<file path="src/rtl/lcd_scan.sv">
// rtl/lcd_scan.sv - PicoBlaze-controlled LCD timing generator with a one-pixel output pipeline
module lcd_scan #(
  parameter int BASE  = 2,
  parameter int DIV   = 4,
  parameter int H_ACT = 480,
  parameter int H_FP  = 20,
  parameter int H_SW  = 10,
  parameter int H_BP  = 30,
  parameter int V_ACT = 234,
  parameter int V_FP  = 4,
  parameter int V_SW  = 2,
  parameter int V_BP  = 8
) (
  input  logic       CLK,
  input  logic       RST,
  input  logic [7:0] port_id,
  input  logic [7:0] out_port,
  input  logic       write_strobe,
  input  logic       read_strobe,
  output logic [7:0] in_port,
  output logic [8:0] HDATA,
  output logic [8:0] VDATA,
  output logic       Stroka,
  input  logic [5:0] ODATA,
  output logic       LCD_CLK,
  output logic       LCD_HS,
  output logic       LCD_VS,
  output logic       LCD_DE,
  output logic [5:0] LCD_RGB
);

  localparam logic [3:0]  DIV_LAST = 4'(DIV - 1);
  localparam logic [3:0]  DIV_HALF = 4'(DIV / 2);
  localparam logic [10:0] H_ACT_C  = 11'(H_ACT);
  localparam logic [10:0] H_LAST   = 11'(H_ACT + H_FP + H_SW + H_BP - 1);
  localparam logic [10:0] HS_BEG   = 11'(H_ACT + H_FP);
  localparam logic [10:0] HS_END   = 11'(H_ACT + H_FP + H_SW);
  localparam logic [10:0] V_ACT_C  = 11'(V_ACT);
  localparam logic [10:0] V_LAST   = 11'(V_ACT + V_FP + V_SW + V_BP - 1);
  localparam logic [10:0] VS_BEG   = 11'(V_ACT + V_FP);
  localparam logic [10:0] VS_END   = 11'(V_ACT + V_FP + V_SW);
  localparam logic [7:0]  A_CTRL   = 8'(BASE);
  localparam logic [7:0]  A_FILL   = 8'(BASE + 1);
  localparam logic [7:0]  A_FRM    = 8'(BASE + 2);

  logic [3:0]  div;
  logic [10:0] hcnt, vcnt, h_nxt, v_nxt;
  logic [15:0] frames;
  logic [7:0]  shadow, rd_data;
  logic [5:0]  fill;
  logic        en, freeze, hi_pend;
  logic        pix_en, ctrl_wr, en_eff, freeze_eff, halt;
  logic        h_wrap, v_wrap, act, nxt_act, in_hs, in_vs, vblank;

  // A CTRL write landing on the same CLK as a pix_en steers that pixel directly.
  always_comb begin
    ctrl_wr    = write_strobe && (port_id == A_CTRL);
    en_eff     = ctrl_wr ? out_port[0] : en;
    freeze_eff = ctrl_wr ? out_port[1] : freeze;
    pix_en     = (div == DIV_LAST);
    halt       = freeze_eff && (hcnt == 11'd0) && (vcnt == 11'd0);
    h_wrap     = (hcnt == H_LAST);
    v_wrap     = (vcnt == V_LAST);
    h_nxt      = h_wrap ? 11'd0 : hcnt + 11'd1;
    v_nxt      = h_wrap ? (v_wrap ? 11'd0 : vcnt + 11'd1) : vcnt;
    act        = (hcnt < H_ACT_C) && (vcnt < V_ACT_C);
    nxt_act    = (h_nxt < H_ACT_C) && (v_nxt < V_ACT_C);
    in_hs      = (hcnt >= HS_BEG) && (hcnt < HS_END);
    in_vs      = (vcnt >= VS_BEG) && (vcnt < VS_END);
    vblank     = (vcnt >= V_ACT_C);
    rd_data    = 8'h00;
    if (port_id == A_CTRL)
      rd_data = {6'b0, freeze, en};
    else if (port_id == A_FILL)
      rd_data = {vblank, halt, fill};
    else if (port_id == A_FRM)
      rd_data = hi_pend ? shadow : frames[7:0];
  end

  assign LCD_CLK = (div >= DIV_HALF);

  always_ff @(posedge CLK or posedge RST) begin
    if (RST) begin
      div     <= '0;
      hcnt    <= '0;
      vcnt    <= '0;
      frames  <= '0;
      HDATA   <= '0;
      VDATA   <= '0;
      Stroka  <= 1'b0;
      LCD_DE  <= 1'b0;
      LCD_HS  <= 1'b1;
      LCD_VS  <= 1'b1;
      LCD_RGB <= '0;
    end else begin
      div <= pix_en ? 4'd0 : div + 4'd1;
      if (pix_en) begin
        if (halt) begin
          LCD_DE  <= 1'b0;
          LCD_HS  <= 1'b1;
          LCD_VS  <= 1'b1;
          LCD_RGB <= fill;
        end else begin
          hcnt    <= h_nxt;
          vcnt    <= v_nxt;
          HDATA   <= nxt_act ? h_nxt[8:0] : 9'd0;
          VDATA   <= (v_nxt < V_ACT_C) ? v_nxt[8:0] : 9'd0;
          Stroka  <= (h_nxt == H_ACT_C);
          // Outputs describe the pixel that is ending, aligning them with LCD_RGB.
          LCD_DE  <= act && en_eff;
          LCD_HS  <= !in_hs;
          LCD_VS  <= !in_vs;
          LCD_RGB <= (act && en_eff) ? ODATA : fill;
          if (h_wrap && v_wrap)
            frames <= frames + 16'd1;
        end
      end
    end
  end

  always_ff @(posedge CLK or posedge RST) begin
    if (RST) begin
      en      <= 1'b1;
      freeze  <= 1'b0;
      fill    <= '0;
      shadow  <= '0;
      hi_pend <= 1'b0;
      in_port <= '0;
    end else begin
      in_port <= rd_data;
      if (ctrl_wr) begin
        en     <= out_port[0];
        freeze <= out_port[1];
      end
      if (write_strobe && (port_id == A_FILL))
        fill <= out_port[5:0];
      // Alternate reads of the frame port return low byte, then the latched high byte.
      if (read_strobe && (port_id == A_FRM)) begin
        if (!hi_pend) begin
          shadow  <= frames[15:8];
          hi_pend <= 1'b1;
        end else begin
          hi_pend <= 1'b0;
        end
      end
    end
  end

endmodule
</file>
<file path="config.mk">
export PLATFORM = sky130hd
export DESIGN_NAME = lcd_scan
export DESIGN_NICKNAME = d
export VERILOG_FILES = /design/src/rtl/lcd_scan.sv
export SDC_FILE = /design/constraint.sdc
export NUM_CORES = 1
export LEC_CHECK = 0
export ABC_AREA = 0
export BUFFER_PORTS_ARGS = -buffer_cell sky130_fd_sc_hd__clkbuf_2
export CAP_MARGIN = 20
export CORE_UTILIZATION = 49
export CTS_BUF_LIST = sky130_fd_sc_hd__clkbuf_8 sky130_fd_sc_hd__clkbuf_16
export DETAILED_ROUTE_END_ITERATION = 12
export GPL_TIMING_DRIVEN = 0
export PLACE_DENSITY = 0.69
export SLEW_MARGIN = 40
export SYNTH_ARGS = -nofsm -noshare
export SYNTH_HDL_FRONTEND = slang
export SYNTH_SLANG_ARGS = --single-unit
export TNS_END_PERCENT = 50
</file>
<file path="constraint.sdc">
create_clock -name CLK -period 3.1 [get_ports CLK]
set_input_delay 0.31 -clock CLK [delete_from_list [all_inputs] [get_ports CLK]]
set_output_delay 0.31 -clock CLK [all_outputs]
set_load 0.03 [all_outputs]
</file>
After elaboration in Yosys (flattened, before gate mapping)
Cells that the tools add are included.
{"block": "totals", "reg_bits": 95, "inputBits": 26, "out_inout_bits": 37, "wordCells": 76}
{"block": "op_classes", "addsub": 4, "order_cmp": 10, "eq_ne": 7, "n_mux": 18, "n_bitwise": 2, "n_reduce_logical": 18}
{"operator": "less-than comparator 11 x 8 -> 1 bit, second input constant", "n": 3}
{"operator": "less-than comparator 11 x 9 -> 1 bit, second input constant", "n": 3}
{"operator": "2-to-1 mux 11 bit", "n": 3}
{"operator": "2-to-1 mux 8 bit", "n": 4}
{"operator": "adder 11 x 1 -> 11 bit, second input constant", "n": 2}
{"operator": ">= comparator 11 x 8 -> 1 bit, second input constant", "n": 2}
{"operator": "logical NOT 11 bit", "n": 2}
{"operator": "2-to-1 mux 9 bit", "n": 2}
{"operator": "adder 16 x 1 -> 16 bit, second input constant", "n": 1}
{"operator": "== test 8 x 2 -> 1 bit, second input constant", "n": 2}
{"operator": "2-to-1 mux 6 bit", "n": 2}
{"operator": "== test 11 x 10 -> 1 bit, second input constant", "n": 1}
{"operator": "== test 11 x 8 -> 1 bit, second input constant", "n": 1}
{"operator": "== test 11 x 9 -> 1 bit, second input constant", "n": 1}
{"operator": ">= comparator 11 x 9 -> 1 bit, second input constant", "n": 1}
{"operator": "logical AND 1 bit", "n": 11}
{"operator": "== test 8 x 3 -> 1 bit, second input constant", "n": 1}
{"operator": "2-to-1 mux 1 bit", "n": 6}
{"operator": "adder 4 x 1 -> 4 bit, second input constant", "n": 1}
{"operator": "== test 4 x 2 -> 1 bit, second input constant", "n": 1}
{"operator": ">= comparator 4 x 2 -> 1 bit, second input constant", "n": 1}
{"operator": "2-to-1 mux 4 bit", "n": 1}
{"operator": "AND reduction 2 bit", "n": 2}
{"operator": "AND reduction 3 bit", "n": 1}
{"operator": "other kinds (2)", "n": 4}

Longest topological paths before layout
Gate-level depths: netlist (run 1).
{"block": "logic_depth", "depth_word": 7, "mapped_depth": 10, "depth_no_buf": 8}

Least setup slack after synthesis (run 1)
Ideal clock, no wire load.
{"block": "synth_timing", "path_type": "register to register", "start": "register hcnt[0]", "end": "register HDATA[3]", "setup_ns": 0.135, "t_arrival_ns": 2.442, "required_ns": 2.965, "path_slack_ns": 0.523, "path_stages_with_launch": 10, "n_path_buf": 2, "period_less_slack_ns": 2.577, "path_cell_list": "dfrtp_1 -> ha_1 -> clkbuf_1 -> and4_1 -> nand3_2 -> or4_1 -> o211a_2 -> nor4_4 -> buf_6 -> o41ai_1"}
{"block": "synth_between", "elab_chain_cells": 5, "word_cells_on_any_way": 13, "cone_classes": "1 x add/sub; 2 x order compare; 1 x eq/ne; 3 x mux; 1 x bitwise; 5 x reduce/logical"}
{"element": "start: declaration", "line_no": "47", "source": "logic [10:0] hcnt, vcnt, h_nxt, v_nxt;"}
{"element": "start signal: assignment", "line_no": "104", "source": "hcnt <= h_nxt;"}
{"element": "adder 11 x 1 -> 11 bit (tied with other cells)", "line_no": "64", "source": "h_nxt = h_wrap ? 11'd0 : hcnt + 11'd1;"}
{"element": "2-to-1 mux 11 bit (tied with other cells)", "line_no": "64"}
{"element": "less-than comparator 11 x 9 -> 1 bit (tied with other cells)", "line_no": "67", "source": "nxt_act = (h_nxt < H_ACT_C) && (v_nxt < V_ACT_C);"}
{"element": "logical AND 1 bit / NOT 1 bit (equally long branches)"}
{"element": "2-to-1 mux 9 bit / AND reduction 2 bit (equally long branches)"}
{"element": "end signal: assignment", "line_no": "106", "source": "HDATA <= nxt_act ? h_nxt[8:0] : 9'd0;"}
{"element": "end: declaration", "line_no": "21", "source": "output logic [8:0] HDATA,"}
Several ways; a longest one is shown, not always the timed one.
A chain may end at the register's enable or synchronous reset.

Worst setup path in the final report (run 1)
{"block": "layout_timing", "start": "register hcnt[0]", "end": "register HDATA[5]"}
Same word-level chain as after synthesis.

==> results.cfg, run 1 <==
[global_routing]
grt_pass1_wl_microns = 18880
grt.met3_usage = 0.04746
antenna_found_initial = 0
met2_usage = 0.3503
grtUsageMet1 = 0.3518
grt_max_degree = 60
gr-total-overflow = 0
grt.busiest_layer = met1
first_global_vias = 3622
grt_use_total = 0.2380

[worst_hold_path]
hp-start = out_port[5]
min_path_type = in -> reg

[finish]
layoutNonFillerInstCount = 698
finalNetCount = 594
finish.utilization = 0.5870
syn_to_final_growth_pct = 15.29
antenna-diode-count = 0
layout_common_cells = 92 x dfrtp_1, 61 x clkbuf_2, 59 x nand2_1
drive_gt1_frac = 0.2513
layout_commonest_cell = dfrtp_1

[synthesis]
synth_seq_cells = 95
syn-cell-area_sq_um = 5000
yosys_warnings = 0
syn_inst = 485
syn-num-nets = 519
ys_seq_area_frac = 0.4762
yosysUniqueCellTypes = 61
synthFlopType = dfrtp_1
async_reset_ff_frac = 1.000
synth.avg_cell_area_sq_um = 10.31
synth-edff-count = 0

[worst_setup_path]
worst_ep_required_time_ns = 3.34
rr_startpoint = hcnt[0]
worstPathArrival_ns = 3.22
critical_path.slowest_cell = dfrtp_1
cp_cell_sequence = ha_1 > and4_1 > and3_1 > buf_2 > a41oi_2 > o31a_2 > nor4_4 > buf_6 > o41ai_1
end_kind = register
critPathLaunch = hcnt[0]
max_stage_delay_ns = 0.50
critical_path.max_fanout = 10
worstSetupPathType = reg -> reg
cp-start-kind = register

[route]
ant_nets = 0
avgRoutedWirePerCell_microns = 16.87
drt_iter0_drc = 205
drt_wl_total_microns = 11780
vias = 3991
post_drt_via_cell_ratio = 5.718
drt-pass1-iter-count = 5
post-route-drc-count = 0

[placed_design]
io_buffers = 60
gp_congestion = 0.9455
place.detailed.hpwl_microns = 8747
post-place-cells = 679
post-place-ws_ns = -0.07815

[sta]
fmax_mhz = 335.7
period_share = 0.9608
slew_headroom = 0.5477
tns_ns = 0
fin_ws_ns = 0.1216
setup_viol = 0
slew_violations = 0
fin_skew_ns = 0.006554
layout_min_cycle_time_ns = 2.978
hold_viol = 0
worst_pin_slew_ns = 0.6747

[clocking]
worstSkewPairLatency_ns = 0.37
cts_root_buf = clkbuf_8
cts_tree = done
clockBufferDepth = 2
cts_made_buffers = 9
clk_pin_slew_ns = 0.09
cts_num_sinks = 95
h-tree-depth = 3

[die]
die_width_microns = 103.0
fp.dieArea_sq_um = 10610
rows = 36
num_io_pins = 63
placeableCoreArea_sq_um = 9819
die_y_microns = 103.0
initial_utilization = 0.5092

[power]
leakage_uw = 0.002493
power_density_nw_per_um2 = 381.2
ir_drop_uv = 205.5

[flow_run]
drv_cap = 0

[status]
status = finished, final reports clean
-- critical path, delay by kind of cell (launching register included) --
family | cells | cell delay, ns
compound gates | 3 | 0.71
fa+ha+maj | 1 | 0.38
buf+inv | 2 | 0.40
flops | 1 | 0.50
simple gates | 3 | 0.84
-- synth_stat cells (all sizes together) (12+ instances only) --
cell	number	area share
dfrtp	92	0.46
nand2	60	0.046
nor2	29	0.022
o21ai	25	0.025
nand3	20	0.022
xnor2	19	0.033
buf	18	0.021
mux2i	17	0.034
mux2	16	0.036
o41ai	16	0.030
a21oi	14	0.014
and3	14	0.018
inv	13	0.0098
xor2	13	0.023
clkbuf	12	0.0090
nor3	12	0.013
o31ai	12	0.021
-- flip-flops by register name, indices dropped and copies added, names as in the netlist, 4 cells and up --
| register | flops |
|---|---|
| frames | 16 |
| hcnt | 11 |
| vcnt | 11 |
| HDATA | 9 |
| VDATA | 9 |
| in_port | 8 |
| shadow | 8 |
| LCD_RGB | 6 |
| fill | 6 |
| div | 4 |
-- logic make-up after synthesis --
logic type      after synthesis  synth area share
simple gates                181            0.1962
flops                        95            0.4762
compound gates               93            0.1419
buf+inv                      43           0.03954
mux                          33           0.07007
xor+xnor                     32           0.05606
fa+ha+maj                     8           0.02002
-- per-stage QoR --
step	hold slack, ns	total power (uW)	instance area, sq um
floorplan	0.4402	1330	5000
global placement	0.4455	1361	5466
detailed placement	0.3273	1369	5499
CTS	0.1598	2217	5725
global route	0.1563	2283	5764
finish	0.1665	2197	5764
-- path summary, 6_finish.rpt --
path,end,slack [ns],cells past startpoint
worst max register to register,HDATA[5],0.12,9
worst min register to register,LCD_VS,0.48,2
worst min-delay path,fill[5],0.17,2
worst max-delay path,HDATA[5],0.12,9
min in group asynchronous,HDATA[2],0.46,3
max in group asynchronous,LCD_VS,2.00,4
-- area by class of cell --
cell class / count / area [sq um]
flip-flops and latches: 95 / 2381
repair buffers: 65 / 360.3
clock inverters: 6 / 66.31
plain buffers: 29 / 146.4
clock buffers: 10 / 137.6
fillers: 903 / 4055
well taps: 133 / 166.4
inverters: 13 / 53.80
multi-input cells: 347 / 2452
-- routing by layer --
metal	part of all wire	wire length (microns)	vias to the layer above
li1	-	-	1919
met5	0	0	-
met4	0.014	167	0
met3	0.046	545	17
met1	0.48	5634	1952
met2	0.46	5430	103
-- power by group --
| group | switching (uW) | internal (uW) |
|---|---|---|
| clock network | 455 | 400 |
| logic | 56.4 | 32.0 |
| registers | 6.12 | 1250 |
| total | 517 | 1680 |
-- repair_timing --
action,in CTS,in global routing
resized for setup,1,6
hold buffers,1,0
buffers inserted,0,3
endpoints found under the hold margin,36,0
endpoints found under the setup margin,6,42
pin swaps,0,1
cloned,0,0
Power figures use the tool's default switching activity.
==> run 2: changes to the inputs <==
--- a/config.mk
+++ b/config.mk
@@ -5,9 +5,10 @@
 export SDC_FILE = /design/constraint.sdc
 export NUM_CORES = 1
 export LEC_CHECK = 0
-export ABC_AREA = 0
+export ABC_AREA = 1
 export BUFFER_PORTS_ARGS = -buffer_cell sky130_fd_sc_hd__clkbuf_2
 export CAP_MARGIN = 20
+export CORE_ASPECT_RATIO = 0.5
 export CORE_UTILIZATION = 49
 export CTS_BUF_LIST = sky130_fd_sc_hd__clkbuf_8 sky130_fd_sc_hd__clkbuf_16
 export DETAILED_ROUTE_END_ITERATION = 12
==> run 2 against run 1 <==
Wire length is 7.0% higher. Combinational power is 7.2% higher. Synthesized cell count is 33% higher. Clock skew is 0.0029 ns higher. Flip-flop and latch count stayed put. Global-route usage is 0.32 points higher. Worst setup slack better by 0.54 ns. Cell area is 5.6% higher. Largest cell class unchanged. Core utilization is 0.34 points higher. Clock power is 37% higher. Synthesized area is 5.1% higher. Die area is 5.2% higher.
==> results.cfg, run 2 <==
[clocking]
cts_num_sinks = 95
cts_tree = done
worstSkewPairLatency_ns = 0.35
cts_root_buf = clkbuf_16
cts_resized = 0
clk_pin_slew_ns = 0.07
hold_buffers = 1
cts_setup_buffers = 0
clockBufferDepth = 2
h-tree-depth = 3
cts_made_buffers = 9

[sta]
fin_skew_ns = 0.009472
hold_viol = 0
period_share = 0.7882
layout_min_cycle_time_ns = 2.443
setup_viol = 0
tns_ns = 0
worst_pin_slew_ns = 0.6102
slew_violations = 0
slew_headroom = 0.5894
rsz0062_at_grt = no
fmax_mhz = 409.3

[finish]
drive_gt1_frac = 0.2033
syn_to_final_growth_pct = 15.91
finalNetCount = 752
layout_common_cells = 151 x nand2_1, 92 x dfrtp_1, 75 x inv_1
reg_top3 = frames (16), hcnt (11), vcnt (11)
finalInstanceArea_sq_um = 6088
antenna-diode-count = 0
regMostFlops = frames
layout_commonest_cell = nand2_1
largest_reg_flops = 16

[worst_setup_path]
max_stage_delay_ns = 0.39
cp_cell_sequence = buf_2 > nand2_2 > nor2_1 > nor4_1 > o21ai_0 > nor2_1 > nand3_1 > buf_4 > nand2_1 > nand2_1 > o21ai_1
rr_startpoint = vcnt[4]
worstSetupPathType = reg -> reg
worst_ep_required_time_ns = 3.37
cp_num_buf_inv = 2
cp_num_cells = 11
critPathLaunch = vcnt[4]
reg2reg_slack_ns = 0.66
reg2reg_depth = 11
r2r_end = LCD_RGB[0]
end_kind = register
critical_path.top_delay_family = simple AND/OR/NAND/NOR gates
critical_path.slowest_cell = nor4_1
cp-start-kind = register
endpoint = LCD_RGB[0]
worstPathArrival_ns = 2.71
critical_path.max_fanout = 10

[route]
post_drt_via_cell_ratio = 5.277
post-route-drc-count = 0
ant_nets = 0
vias = 4554
drt_wl_total_microns = 12600
drt-pass1-iter-count = 5
avgRoutedWirePerCell_microns = 14.60
drt_iter0_drc = 320

[synthesis]
synth.avg_cell_area_sq_um = 8.143
syn_inst = 645
syn-cell-area_sq_um = 5253
yosysTopAreaCell = dfrtp_1
yosysUniqueCellTypes = 45
yosysTopAreaCellShare = 0.4383
synthFlopType = dfrtp_1
synth-edff-count = 0
synth_common_cells = 151 x nand2_1, 92 x dfrtp_1, 76 x inv_1, 62 x nor2_1
synth_seq_cells = 95
ys_seq_area_frac = 0.4533
yosysMostFrequentCell = nand2_1
async_reset_ff_frac = 1.000
yosys_warnings = 0
syn-num-nets = 679
synth.top_cells.by_area = dfrtp_1 44%, nand2_1 11%, inv_1 5.4%

[global_routing]
antenna_found_initial = 0
grt_max_degree = 57
grt_use_total = 0.2412
gr-total-overflow = 0
grt_pass1_wl_microns = 20580
first_global_vias = 4179

[die]
num_io_pins = 63
die_width_microns = 148.4
die_y_microns = 75.21
initial_utilization = 0.5093
rows = 26
placeableCoreArea_sq_um = 10310
fp.dieArea_sq_um = 11160

[power]
power_frac_clock = 0.464
p_sw_frac = 0.2308
pwr-share-seq = 0.499
power_density_nw_per_um2 = 414.9
leakage_uw = 0.003141
ir_drop_uv = 236.5
internal_power_uw = 1943
switching_power_uw = 582.9
power_uw = 2526
comb_power_share = 0.038

[worst_hold_path]
min_path_type = in -> reg
hold_depth = 3

[placed_design]
io_buffers = 60
placedInstanceArea_sq_um = 5763
gp_congestion = 0.9484
place.detailed.hpwl_microns = 9484

[status]
status = finished, final reports clean

[flow_run]
drv_cap = 0
run 2: worst register-to-register path, cell delays in order (launching register included):
cell     delay [ns]
dfrtp_1        0.35
buf_2          0.17
nand2_2        0.10
nor2_1         0.08
nor4_1         0.39
o21ai_0        0.38
nor2_1         0.20
nand3_1        0.21
buf_4          0.24
nand2_1        0.06
nand2_1        0.05
o21ai_1        0.16
run 2: final cells by class:
cell class                 instances  area [sq um]
fill                             924          4224
multi-input combinational        449          2440
sequential                        95          2381
timing repair buffer              62         337.8
inverter                          86         330.3
clock buffer                      10         239.0
tap                              140         175.2
buffer                            15         108.9
clock inverter                     6         76.32
run 2: worst min path at each step:
stage / startpoint / to
floorplan: div[3] / div[3]
global placement: VDATA[5] / VDATA[5]
detailed placement: RST / div[1]
CTS: out_port[3] / fill[3]
global route: out_port[2] / fill[2]
finish: out_port[3] / fill[3]
run 2: power by group through the flow:
stage,Sequential (uW),Clock (uW),Combinational [uW]
after floorplan,1290,0,45.5
after global placement,1280,0,88.2
after detailed placement,1280,0,96.0
after CTS,1260,1190,97.3
after global routing,1260,1230,109
final,1260,1170,94.8
run 2: metal layers:
layer | vias to the layer above | part of all wire | GRT usage
met5 | - | 0 | 0
met4 | 0 | 0.011 | 0.06644
met3 | 17 | 0.044 | 0.05030
met2 | 116 | 0.45 | 0.3951
met1 | 2166 | 0.50 | 0.3291
li1 | 2255 | - | -
run 2: cells by family (layout without fill, tap and decap cells):
| family | after synthesis | count (layout) | share of synthesized area |
|---|---|---|---|
| and+or+nand+nor | 327 | 327 | 0.2999 |
| adders and majority gates | 8 | 8 | 0.01906 |
| xor gates and xnor gates | 21 | 21 | 0.03502 |
| DFF | 95 | 95 | 0.4533 |
| buffers and inverters | 101 | 179 | 0.08218 |
| AOI/OAI and AO/OA | 90 | 90 | 0.1041 |
| muxes | 3 | 3 | 0.006431 |
run 2: stage by stage:
stage          instances  setup WS, ns    util  hold slack (ns)
3_3_place_gp         845       -0.8606  0.5554           0.4634
6_report             863        0.6567  0.5904           0.2116
5_1_grt              863        0.5850  0.5904           0.2228
3_5_place_dp         846        0.7347  0.5588           0.3150
2_1_floorplan        645        0.3179       -           0.4464
4_1_cts              863        0.7077  0.5904           0.2132
